--- src/rtl/hazard_pkg.sv ---
// hazard_pkg: shared definitions for the pipeline hazard controller.
//   - forward-select encoding: FWD_NONE means "use the register file value",
//     fwd_src(k) selects forwarding source k (0 = youngest, MEM).
//   - reg_addr_t: architectural register address for the default 32-entry file.
// Optional feature macro used by this slice: HAZARD_PERF_EN.
package hazard_pkg;

  localparam int DEF_NUM_REGS = 32;
  localparam int DEF_RA_W     = $clog2(DEF_NUM_REGS);

  typedef logic [DEF_RA_W-1:0] reg_addr_t;

  localparam int FWD_NONE = 0;

  function automatic int fwd_src(input int k);
    return k + 1;
  endfunction

endpackage

--- src/rtl/reg_scoreboard.sv ---
// reg_scoreboard: busy-bit tracking for variable-latency results.
// Ports:
//   clk_i, reset_i              clock, synchronous active-high reset
//   start_i / start_rd_i        op committed out of EX, marks its destination busy
//   done_i / done_rd_i          write-back of a variable-latency result
//   busy_o                      per-register busy vector (bit 0 is always 0)
//   full_o                      in-flight count has reached MAX_OUTST
module reg_scoreboard
  import hazard_pkg::*;
#(
  parameter int NUM_REGS  = 32,
  parameter int MAX_OUTST = 4,
  localparam int RA_W     = $clog2(NUM_REGS),
  localparam int OC_W     = $clog2(MAX_OUTST + 1)
) (
  input  logic                clk_i,
  input  logic                reset_i,
  input  logic                start_i,
  input  logic [RA_W-1:0]     start_rd_i,
  input  logic                done_i,
  input  logic [RA_W-1:0]     done_rd_i,
  output logic [NUM_REGS-1:0] busy_o,
  output logic                full_o
);

  logic [NUM_REGS-1:0] busy_q, busy_d;
  logic [OC_W-1:0]     cnt_q, cnt_d;
  logic                set_en, clr_en;

  // x0 is never tracked; a done for a register that is not busy (e.g. a late
  // pulse after reset) is ignored so the count cannot drift.
  assign set_en = start_i & (start_rd_i != '0);
  assign clr_en = done_i & busy_q[done_rd_i];

  always_comb begin
    busy_d = busy_q;
    if (clr_en) busy_d[done_rd_i] = 1'b0;
    // Set is applied last so a same-register start/done leaves the bit set.
    if (set_en) busy_d[start_rd_i] = 1'b1;
  end

  always_comb begin
    cnt_d = cnt_q;
    if (set_en && !clr_en) begin
      if (cnt_q != OC_W'(MAX_OUTST)) cnt_d = cnt_q + OC_W'(1);
    end else if (clr_en && !set_en) begin
      if (cnt_q != '0) cnt_d = cnt_q - OC_W'(1);
    end
  end

  always_ff @(posedge clk_i) begin
    if (reset_i) begin
      busy_q <= '0;
      cnt_q  <= '0;
    end else begin
      busy_q <= busy_d;
      cnt_q  <= cnt_d;
    end
  end

  always_ff @(posedge clk_i) begin
    if (!reset_i && done_i) begin
      assert (busy_q[done_rd_i])
        else $warning("%m: completion for register %0d that is not busy", done_rd_i);
    end
  end

  assign busy_o = busy_q;
  assign full_o = (cnt_q == OC_W'(MAX_OUTST));

endmodule

--- src/rtl/hazard_unit_sb.sv ---
// hazard_unit_sb: stall/flush/forward controller for the 5-stage pipeline,
// with a register scoreboard for variable-latency units.
// Ports:
//   clk_i, reset_i                 clock, synchronous active-high reset
//   instr_hit_fi_i                 I-cache hit in fetch
//   rs1/rs2/rd_de_i, mc_op_de_i    decode operands, decode op is variable-latency
//   rs1/rs2/rd_ex_i, load_ex_i     EX operands/destination, EX op is a load
//   fwd_rd_i, fwd_we_i             per-source destination/write enable (idx 0 youngest)
//   mc_start_i/_rd_i, mc_done_i/_rd_i  scoreboard set / clear
//   redirect_i, redirect_reg_i, ic_repl_permit_i  redirect control
//   stall_*_o, flush_de_o, flush_ex_o  stage control
//   fwd_a_sel_o, fwd_b_sel_o       0 = no forward, k+1 = source k
//   sb_full_o                      in-flight limit reached
//   perf_load_stall_o, perf_sb_stall_o  cycle counters (only with HAZARD_PERF_EN)
module hazard_unit_sb
  import hazard_pkg::*;
#(
  parameter int NUM_FWD   = 2,
  parameter int NUM_REGS  = 32,
  parameter int MAX_OUTST = 4,
  localparam int RA_W     = $clog2(NUM_REGS),
  localparam int SEL_W    = $clog2(NUM_FWD + 1)
) (
  input  logic                    clk_i,
  input  logic                    reset_i,
  input  logic                    instr_hit_fi_i,
  input  logic [RA_W-1:0]         rs1_de_i,
  input  logic [RA_W-1:0]         rs2_de_i,
  input  logic [RA_W-1:0]         rd_de_i,
  input  logic                    mc_op_de_i,
  input  logic [RA_W-1:0]         rs1_ex_i,
  input  logic [RA_W-1:0]         rs2_ex_i,
  input  logic [RA_W-1:0]         rd_ex_i,
  input  logic                    load_ex_i,
  input  logic [NUM_FWD*RA_W-1:0] fwd_rd_i,
  input  logic [NUM_FWD-1:0]      fwd_we_i,
  input  logic                    mc_start_i,
  input  logic [RA_W-1:0]         mc_start_rd_i,
  input  logic                    mc_done_i,
  input  logic [RA_W-1:0]         mc_done_rd_i,
  input  logic                    redirect_i,
  input  logic                    redirect_reg_i,
  input  logic                    ic_repl_permit_i,
  output logic                    stall_fi_o,
  output logic                    stall_de_o,
  output logic                    stall_ex_o,
  output logic                    stall_mem_o,
  output logic                    stall_wb_o,
  output logic                    flush_de_o,
  output logic                    flush_ex_o,
  output logic [SEL_W-1:0]        fwd_a_sel_o,
  output logic [SEL_W-1:0]        fwd_b_sel_o,
  output logic                    sb_full_o
`ifdef HAZARD_PERF_EN
  ,
  output logic [31:0]             perf_load_stall_o,
  output logic [31:0]             perf_sb_stall_o
`endif
);

  logic [NUM_REGS-1:0] busy;
  logic                load_stall, sb_stall, hazard_stall;

  reg_scoreboard #(
    .NUM_REGS  (NUM_REGS),
    .MAX_OUTST (MAX_OUTST)
  ) u_sb (
    .clk_i      (clk_i),
    .reset_i    (reset_i),
    .start_i    (mc_start_i),
    .start_rd_i (mc_start_rd_i),
    .done_i     (mc_done_i),
    .done_rd_i  (mc_done_rd_i),
    .busy_o     (busy),
    .full_o     (sb_full_o)
  );

  // busy[0] is never set, so x0 operands cannot stall here.
  assign sb_stall = busy[rs1_de_i] | busy[rs2_de_i] | busy[rd_de_i]
                  | (mc_op_de_i & sb_full_o);

  assign load_stall = load_ex_i & (rd_ex_i != '0)
                    & ((rs1_de_i == rd_ex_i) | (rs2_de_i == rd_ex_i));

  assign hazard_stall = load_stall | sb_stall;

  assign stall_de_o  = hazard_stall | ~instr_hit_fi_i;
  assign stall_fi_o  = stall_de_o & ~redirect_reg_i;
  assign stall_ex_o  = ~instr_hit_fi_i;
  assign stall_mem_o = ~instr_hit_fi_i;
  assign stall_wb_o  = ~instr_hit_fi_i;

  assign flush_de_o = redirect_i;
  assign flush_ex_o = (redirect_i & (ic_repl_permit_i | redirect_reg_i)) | hazard_stall;

  // Scan oldest to youngest so the youngest matching source is assigned last.
  always_comb begin
    fwd_a_sel_o = SEL_W'(FWD_NONE);
    fwd_b_sel_o = SEL_W'(FWD_NONE);
    for (int k = NUM_FWD - 1; k >= 0; k--) begin
      if (fwd_we_i[k] && (fwd_rd_i[k*RA_W +: RA_W] == rs1_ex_i) && (rs1_ex_i != '0))
        fwd_a_sel_o = SEL_W'(fwd_src(k));
      if (fwd_we_i[k] && (fwd_rd_i[k*RA_W +: RA_W] == rs2_ex_i) && (rs2_ex_i != '0))
        fwd_b_sel_o = SEL_W'(fwd_src(k));
    end
  end

`ifdef HAZARD_PERF_EN
  logic [31:0] perf_load_q, perf_load_d;
  logic [31:0] perf_sb_q, perf_sb_d;

  assign perf_load_d = load_stall ? perf_load_q + 32'd1 : perf_load_q;
  assign perf_sb_d   = sb_stall   ? perf_sb_q   + 32'd1 : perf_sb_q;

  always_ff @(posedge clk_i) begin
    if (reset_i) begin
      perf_load_q <= '0;
      perf_sb_q   <= '0;
    end else begin
      perf_load_q <= perf_load_d;
      perf_sb_q   <= perf_sb_d;
    end
  end

  assign perf_load_stall_o = perf_load_q;
  assign perf_sb_stall_o   = perf_sb_q;
`endif

endmodule

--- config.mk ---
export PLATFORM = sky130hd
export DESIGN_NAME = hazard_unit_sb
export DESIGN_NICKNAME = d
export VERILOG_FILES = /design/src/rtl/hazard_pkg.sv /design/src/rtl/reg_scoreboard.sv /design/src/rtl/hazard_unit_sb.sv
export SDC_FILE = /design/constraint.sdc
export NUM_CORES = 1
export LEC_CHECK = 0
export ABC_AREA = 1
export BUFFER_PORTS_ARGS = -buffer_cell sky130_fd_sc_hd__buf_2
export CAP_MARGIN = 40
export CORE_ASPECT_RATIO = 1.75
export CORE_MARGIN = 5
export CORE_UTILIZATION = 60
export CTS_BUF_LIST = sky130_fd_sc_hd__clkbuf_16
export DETAILED_ROUTE_END_ITERATION = 6
export GPL_TIMING_DRIVEN = 0
export PLACE_DENSITY = 0.95
export SYNTH_ARGS = -nofsm -noshare
export SYNTH_HDL_FRONTEND = slang
export SYNTH_SLANG_ARGS = --single-unit
--- constraint.sdc ---
create_clock -name clk_i -period 4.8 [get_ports clk_i]
set_input_delay 0.48 -clock clk_i [delete_from_list [all_inputs] [get_ports clk_i]]
set_output_delay 0.48 -clock clk_i [all_outputs]
set_load 0.01 [all_outputs]
==> flow_metrics.env, run 1 <==
export IMPL_status="complete, no violations"
export IMPL_skew_ns=0.00252
export IMPL_post_route_cell_area_mm2=0.00402
export IMPL_critical_path_class="primary input to output pin"
export IMPL_num_vias=4701
export IMPL_synth_fp_nets=682
export IMPL_dp_cells=763
export IMPL_hold_viol=0
export IMPL_slew_viol_final=0
export IMPL_pwr_share_clk=0.367
export IMPL_critical_path_max_stage_delay_ns=0.40
export IMPL_cp_data_required_time_ns=4.32
export IMPL_pwr_share_comb=0.270
export IMPL_crit_chain="buf_2, clkbuf_1, o21ai_0, o21ai_0, nand2_1, nand3_1, nand3_1, nand2_1, nor2_1, nand3_1, nand2_1, inv_1, buf_2"
export IMPL_die_area_mm2=0.00742
export IMPL_antenna_left=0
export IMPL_clock_path_buffers=2
export IMPL_crit_fanout=10
export IMPL_clock_sinks=35
export IMPL_cp_end_kind="output pin"
export IMPL_seq_area_frac_synth=0.203
export IMPL_synth_largest_area_cell="nand2_1"
export IMPL_start_kind="primary input"
export IMPL_fp_row_count=36
export IMPL_diodes=0
export IMPL_post_cts_buffers=0
export IMPL_drt_wl_total_mm=13.0
export IMPL_gp_congestion=1.11
export IMPL_grt_max_degree=11
export IMPL_wire_per_inst_um=16.9
export IMPL_dieHeight_um=110
export IMPL_p_switching_w=0.000280
export IMPL_fmax_mhz=363
export IMPL_die_w_um=67.3
export IMPL_cp_slowest_cell="clkbuf_1"
export IMPL_drt_initial_drc_count=401
export IMPL_grt_antenna_before_repair=0
export IMPL_ys_seq_elements=35
export IMPL_peakVddDrop_mv=0.262
export IMPL_finalSetupTns_ns=0
export IMPL_synthTopCellsByArea="nand2_1 22%, dfxtp_1 20%, a21oi_1 8.4%"
export IMPL_syn_area_per_cell_um2=5.57
export IMPL_worst_pin_slew_ns=0.806
export IMPL_internal_power_w=0.000563
export IMPL_clock_latency_ns=0.29
export IMPL_maxCapViolCount=0
export IMPL_postCtsResizedCells=0
export IMPL_syn_cell_area_mm2=0.00345
export IMPL_finalCriticalPeriod_ns=2.76
export IMPL_initial_core_util=0.617
export IMPL_hold_buffers=0
export IMPL_core_mm2=0.00559
export IMPL_grt_use_total=0.377
export IMPL_arrival_ns=2.28
export IMPL_power_leakage_nw=1.81
export IMPL_final_layout_size_suffix_gt1_frac=0.152
export IMPL_place_hpwl_mm=10.2
export IMPL_yosys_warnings=0
export IMPL_drc_errors=0
export IMPL_port_buffers=68
export IMPL_htreeDepth=2
export IMPL_vias_per_cell=6.09
export IMPL_period_share=0.574
export IMPL_numCtsBuffers=5
export IMPL_syn_inst=619
export IMPL_setup_viol=0
export IMPL_first_pass_iters=5
export IMPL_io_pins=74
export IMPL_placed_area_mm2=0.00388
export IMPL_maxSlewHeadroom=0.461
export IMPL_grt_pass1_wl_mm=20.9
export IMPL_tritoncts="done"
export IMPL_gr_total_overflow=0
export IMPL_seqPwrFrac=0.363
export IMPL_final_cells=772
export IMPL_swShare=0.332
export IMPL_grt_pass1_vias=4583
export IMPL_yosysUniqueCellTypes=32
export IMPL_power_density_mw_per_mm2=209
export IMPL_fin_nets=758
export IMPL_power_total_w=0.000843
export IMPL_hp_class="primary input to flip-flop"
export IMPL_clk_pin_slew_ns=0.05
export IMPL_yosysTopAreaCellShare=0.224
export IMPL_syn_to_final_growth_pct=16.8
export IMPL_root_buffer="clkbuf_16"
export IMPL_grt_setup_unrepaired="no"
-- path summary, 6_finish.rpt --
kind | start | to | slack (ns) | cells past startpoint
hold / removal | reset_i | u_sb.busy_o[24] | 0.41 | 2
hold reg to reg | u_sb.busy_o[29] | u_sb.busy_o[29] | 0.50 | 2
setup reg to reg | u_sb.busy_o[12] | u_sb.cnt_q[2] | 2.73 | 17
setup / recovery | rd_de_i[0] | stall_fi_o | 2.04 | 13
-- logic make-up after synthesis --
family / count (synthesis) / share of synthesized area
AO/OA/AOI/OAI: 152 / 0.240
XOR/XNOR: 17 / 0.0432
adder cells (fa/ha/maj): 1 / 0.00581
buffers and inverters: 91 / 0.109
flip-flops: 35 / 0.203
AND/OR/NAND/NOR: 323 / 0.398
-- power groups by stage --
| stage | Sequential (W) | Clock [W] | Combinational [W] |
|---|---|---|---|
| detailed placement | 0.000312 | 0 | 0.000219 |
| floorplan | 0.000309 | 0 | 0.000135 |
| global route | 0.000307 | 0.000326 | 0.000250 |
| CTS | 0.000306 | 0.000305 | 0.000221 |
| global placement | 0.000311 | 0 | 0.000214 |
| finish | 0.000306 | 0.000309 | 0.000227 |
-- Yosys cell counts (all sizes together) --
cell and instances:
inv 62, nand3 51, clkbuf 12, o21ai 68, a2111oi 2, o2111ai 1
dfxtp 35, nand2 209, a211oi 1, fa 1, a21o 1, xnor2 6
buf 15, xor2 11, o21a 1, o211ai 18, nor4 1, o22ai 2
nand3b 1, nor3 21, nand4 5, a21oi 58, nor2 34, or2 1
clkinv 2
-- layer usage --
metal,vias to the layer above,routed length [um],global-route usage
li1,2202,-,-
met5,-,0,0
met3,110,1210,0.108
met1,2043,4200,0.338
met4,0,1220,0.374
met2,346,6390,0.642
-- worst max-delay path, delay by kind of cell --
family                 cells  cell delay, ns
buffers and inverters      4            0.77
AND/OR/NAND/NOR            7            0.55
AO/OA/AOI/OAI              2            0.47
-- registers in the layout, summed over array words and instances (netlist names) --
| register | flops |
|---|---|
| u_sb.busy_o | 32 |
| u_sb.cnt_q | 3 |
-- cell usage in the layout (no fill, tap or decap), types with 2 or more instances in the layout --
cell       instances
xnor2_1            6
inv_1             58
xor2_1            11
nor3_1            14
clkbuf_16          5
a2111oi_0          2
nor3_2             6
o21ai_0           36
a21oi_1           58
clkbuf_1          12
nand4_1            5
nand2_2            3
nand2_1          206
buf_4              7
inv_2              6
o21ai_1           32
o22ai_1            2
o211ai_1          18
nor2_1            34
nand3_1           51
buf_2             76
clkinv_1           2
dfxtp_1           35
-- metrics by stage --
stage / setup WS, ns / hold WS, ns / util
6_report: 2.04 / 0.410 / 0.720
5_1_grt: 1.85 / 0.451 / 0.720
4_1_cts: 2.15 / 0.417 / 0.720
3_5_place_dp: 2.15 / 0.488 / 0.695
3_3_place_gp: 2.15 / 0.483 / 0.695
2_1_floorplan: 2.58 / 0.465 / -
-- area by class of cell --
class	count	area (um^2)
Multi-Input combinational cell	493	2370
Fill cell	519	1560
Sequential cell	35	701
Timing Repair Buffer	69	345
Inverter	64	240
Buffer	27	136
Clock buffer	5	125
Tap cell	76	95.1
Clock inverter	3	12.5
No activity file was read; power rests on OpenSTA's default activity.
==> run 2, diff against run 1 <==
CORE_UTILIZATION = 56   (was 60)
PLACE_DENSITY = 0.94   (was 0.95)
clock period = 2.9 ns   (was 4.8 ns; I/O delays follow)
==> run 2 against run 1 <==
Cell count rose by 0.13%. Combinational power up 67%. Worst hold slack worse by 0.17 ns. Register-to-register slack lost 2.0 ns. Via count is 0.79% lower. First-iteration DRC count decreased by 19%. Die area rose by 6.3%. Critical endpoint unchanged. Clock skew rose by 0.0068 ns. Critical path type unchanged. Sequential share of layout area did not move. Final area stayed put. Critical path depth up 1. Wire length increased by 5.1%.
==> flow_metrics.env, run 2 (synthesis gave the netlist of run 1 again) <==
export IMPL_status="complete, no violations"
export IMPL_htreeDepth=2
export IMPL_grt_setup_unrepaired="no"
export IMPL_start_kind="primary input"
export IMPL_fin_nets=757
export IMPL_grt_max_degree=12
export IMPL_die_area_mm2=0.00788
export IMPL_cp_end_kind="output pin"
export IMPL_drt_wl_total_mm=13.7
export IMPL_grt_pass1_wl_mm=21.7
export IMPL_largest_reg_flops=32
export IMPL_pwr_share_comb=0.268
export IMPL_slew_viol_final=0
export IMPL_pwr_share_clk=0.372
export IMPL_most_common_layout_cells="206 x nand2_1, 75 x buf_2, 58 x a21oi_1"
export IMPL_finalSetupTns_ns=0
export IMPL_maxSlewHeadroom=0.469
export IMPL_clk_pin_slew_ns=0.06
export IMPL_multi_input_area_mm2=0.00237
export IMPL_whs_ns=0.238
export IMPL_power_leakage_nw=1.79
export IMPL_final_layout_size_suffix_gt1_frac=0.151
export IMPL_syn_to_final_growth_pct=16.8
export IMPL_grt_use_total=0.342
export IMPL_power_density_mw_per_mm2=350
export IMPL_arrival_ns=2.16
export IMPL_r2r_end="u_sb.cnt_q[2]"
export IMPL_rr_startpoint="u_sb.busy_o[12]"
export IMPL_dieHeight_um=114
export IMPL_hold_viol=0
export IMPL_final_cells=773
export IMPL_hold_buffers=0
export IMPL_critical_path_class="primary input to output pin"
export IMPL_min_to="u_sb.busy_o[24]"
export IMPL_fmax_mhz=409
export IMPL_core_mm2=0.00593
export IMPL_io_pins=74
export IMPL_gr_total_overflow=0
export IMPL_fillers=589
export IMPL_tritoncts="done"
export IMPL_wire_per_inst_um=17.7
export IMPL_internal_power_w=0.000934
export IMPL_hp_class="primary input to flip-flop"
export IMPL_port_buffers=68
export IMPL_antenna_left=0
export IMPL_swShare=0.337
export IMPL_crit_fanout=10
export IMPL_p_switching_w=0.000474
export IMPL_place_hpwl_mm=10.8
export IMPL_num_vias=4664
export IMPL_grt_antenna_before_repair=0
export IMPL_min_delay_start="reset_i"
export IMPL_first_pass_iters=5
export IMPL_final_common_cell="nand2_1"
export IMPL_clock_path_buffers=2
export IMPL_min_path_cells=2
export IMPL_r2r_cells=15
export IMPL_fp_row_count=37
export IMPL_seqPwrFrac=0.360
export IMPL_period_share=0.844
export IMPL_finalCriticalPeriod_ns=2.45
export IMPL_die_w_um=69.3
export IMPL_maxCapViolCount=0
export IMPL_worst_pin_slew_ns=0.794
export IMPL_drt_initial_drc_count=324
export IMPL_cp_data_required_time_ns=2.61
export IMPL_register_area_um2=701
export IMPL_root_buffer="clkbuf_16"
export IMPL_setup_viol=0
export IMPL_vias_per_cell=6.03
export IMPL_gp_congestion=1.02
export IMPL_initial_core_util=0.582
export IMPL_grt_pass1_vias=4501
export IMPL_numCtsBuffers=5
export IMPL_peakVddDrop_mv=0.654
export IMPL_skew_ns=0.00929
export IMPL_drc_errors=0
export IMPL_clock_latency_ns=0.29
export IMPL_clock_sinks=35
export IMPL_postCtsResizedCells=0
export IMPL_post_cts_buffers=0
export IMPL_dp_cells=765
export IMPL_rrSetupSlack_ns=0.70
export IMPL_diodes=0
run 2: cell count changes in the layout (fill, tap and decap cells not counted), sizes merged:
cell and change:
clkinvlp +1, inv -2, clkinv +1, buf -1
run 2: stage by stage:
stage / cell area, um^2 / total power [W] / utilization / setup WS (ns)
global route: 4020 / 0.00146 / 0.679 / 0.303
CTS: 4020 / 0.00138 / 0.679 / 0.540
floorplan: 3450 / 0.000734 / - / 0.990
finish: 4020 / 0.00141 / 0.679 / 0.453
global placement: 3880 / 0.000873 / 0.655 / 0.558
detailed placement: 3880 / 0.000881 / 0.655 / 0.544
run 2: power by group through the flow:
stage	clock (W)	sequential, W	combinational, W
after floorplan	0	0.000511	0.000223
after global placement	0	0.000515	0.000357
after detailed placement	0	0.000516	0.000365
after CTS	0.000509	0.000506	0.000368
after global routing	0.000533	0.000508	0.000415
final	0.000523	0.000507	0.000378
run 2: metal layers:
| layer | part of all wire | global-route usage |
|---|---|---|
| met1 | 0.33 | 0.316 |
| met2 | 0.50 | 0.617 |
| met3 | 0.077 | 0.0617 |
| met4 | 0.099 | 0.326 |
| met5 | 0 | 0 |
run 2: worst max-delay path by stage:
stage	from	end	slack, ns	cells after the start
after floorplan	mc_done_rd_i[0]	u_sb.cnt_q[2]	0.99	17
after global placement	rd_de_i[0]	stall_fi_o	0.56	13
after detailed placement	rd_de_i[0]	stall_fi_o	0.54	13
after CTS	rd_de_i[0]	stall_fi_o	0.54	13
after global routing	rs2_de_i[0]	stall_fi_o	0.30	13
final	rs2_de_i[0]	stall_fi_o	0.45	14
run 2: worst max-delay path, stage by stage:
cell      delay [ns]
buf_2           0.12
inv_1           0.08
clkbuf_1        0.45
nand2_1         0.10
o211ai_1        0.19
nand3_1         0.14
nand2_1         0.08
nand2_1         0.05
a21oi_1         0.23
nor2_1          0.10
nand3_1         0.10
nand2_1         0.05
inv_1           0.05
buf_2           0.12
run 2: layout make-up:
cell class | instances | share of cell area
clock buffer | 5 | 0.0311
multi-input combinational | 493 | 0.589
tap | 78 | 0.0243
clock inverter | 3 | 0.00373
sequential | 35 | 0.174
buffer | 27 | 0.0339
timing repair buffer | 68 | 0.0846
inverter | 64 | 0.0597
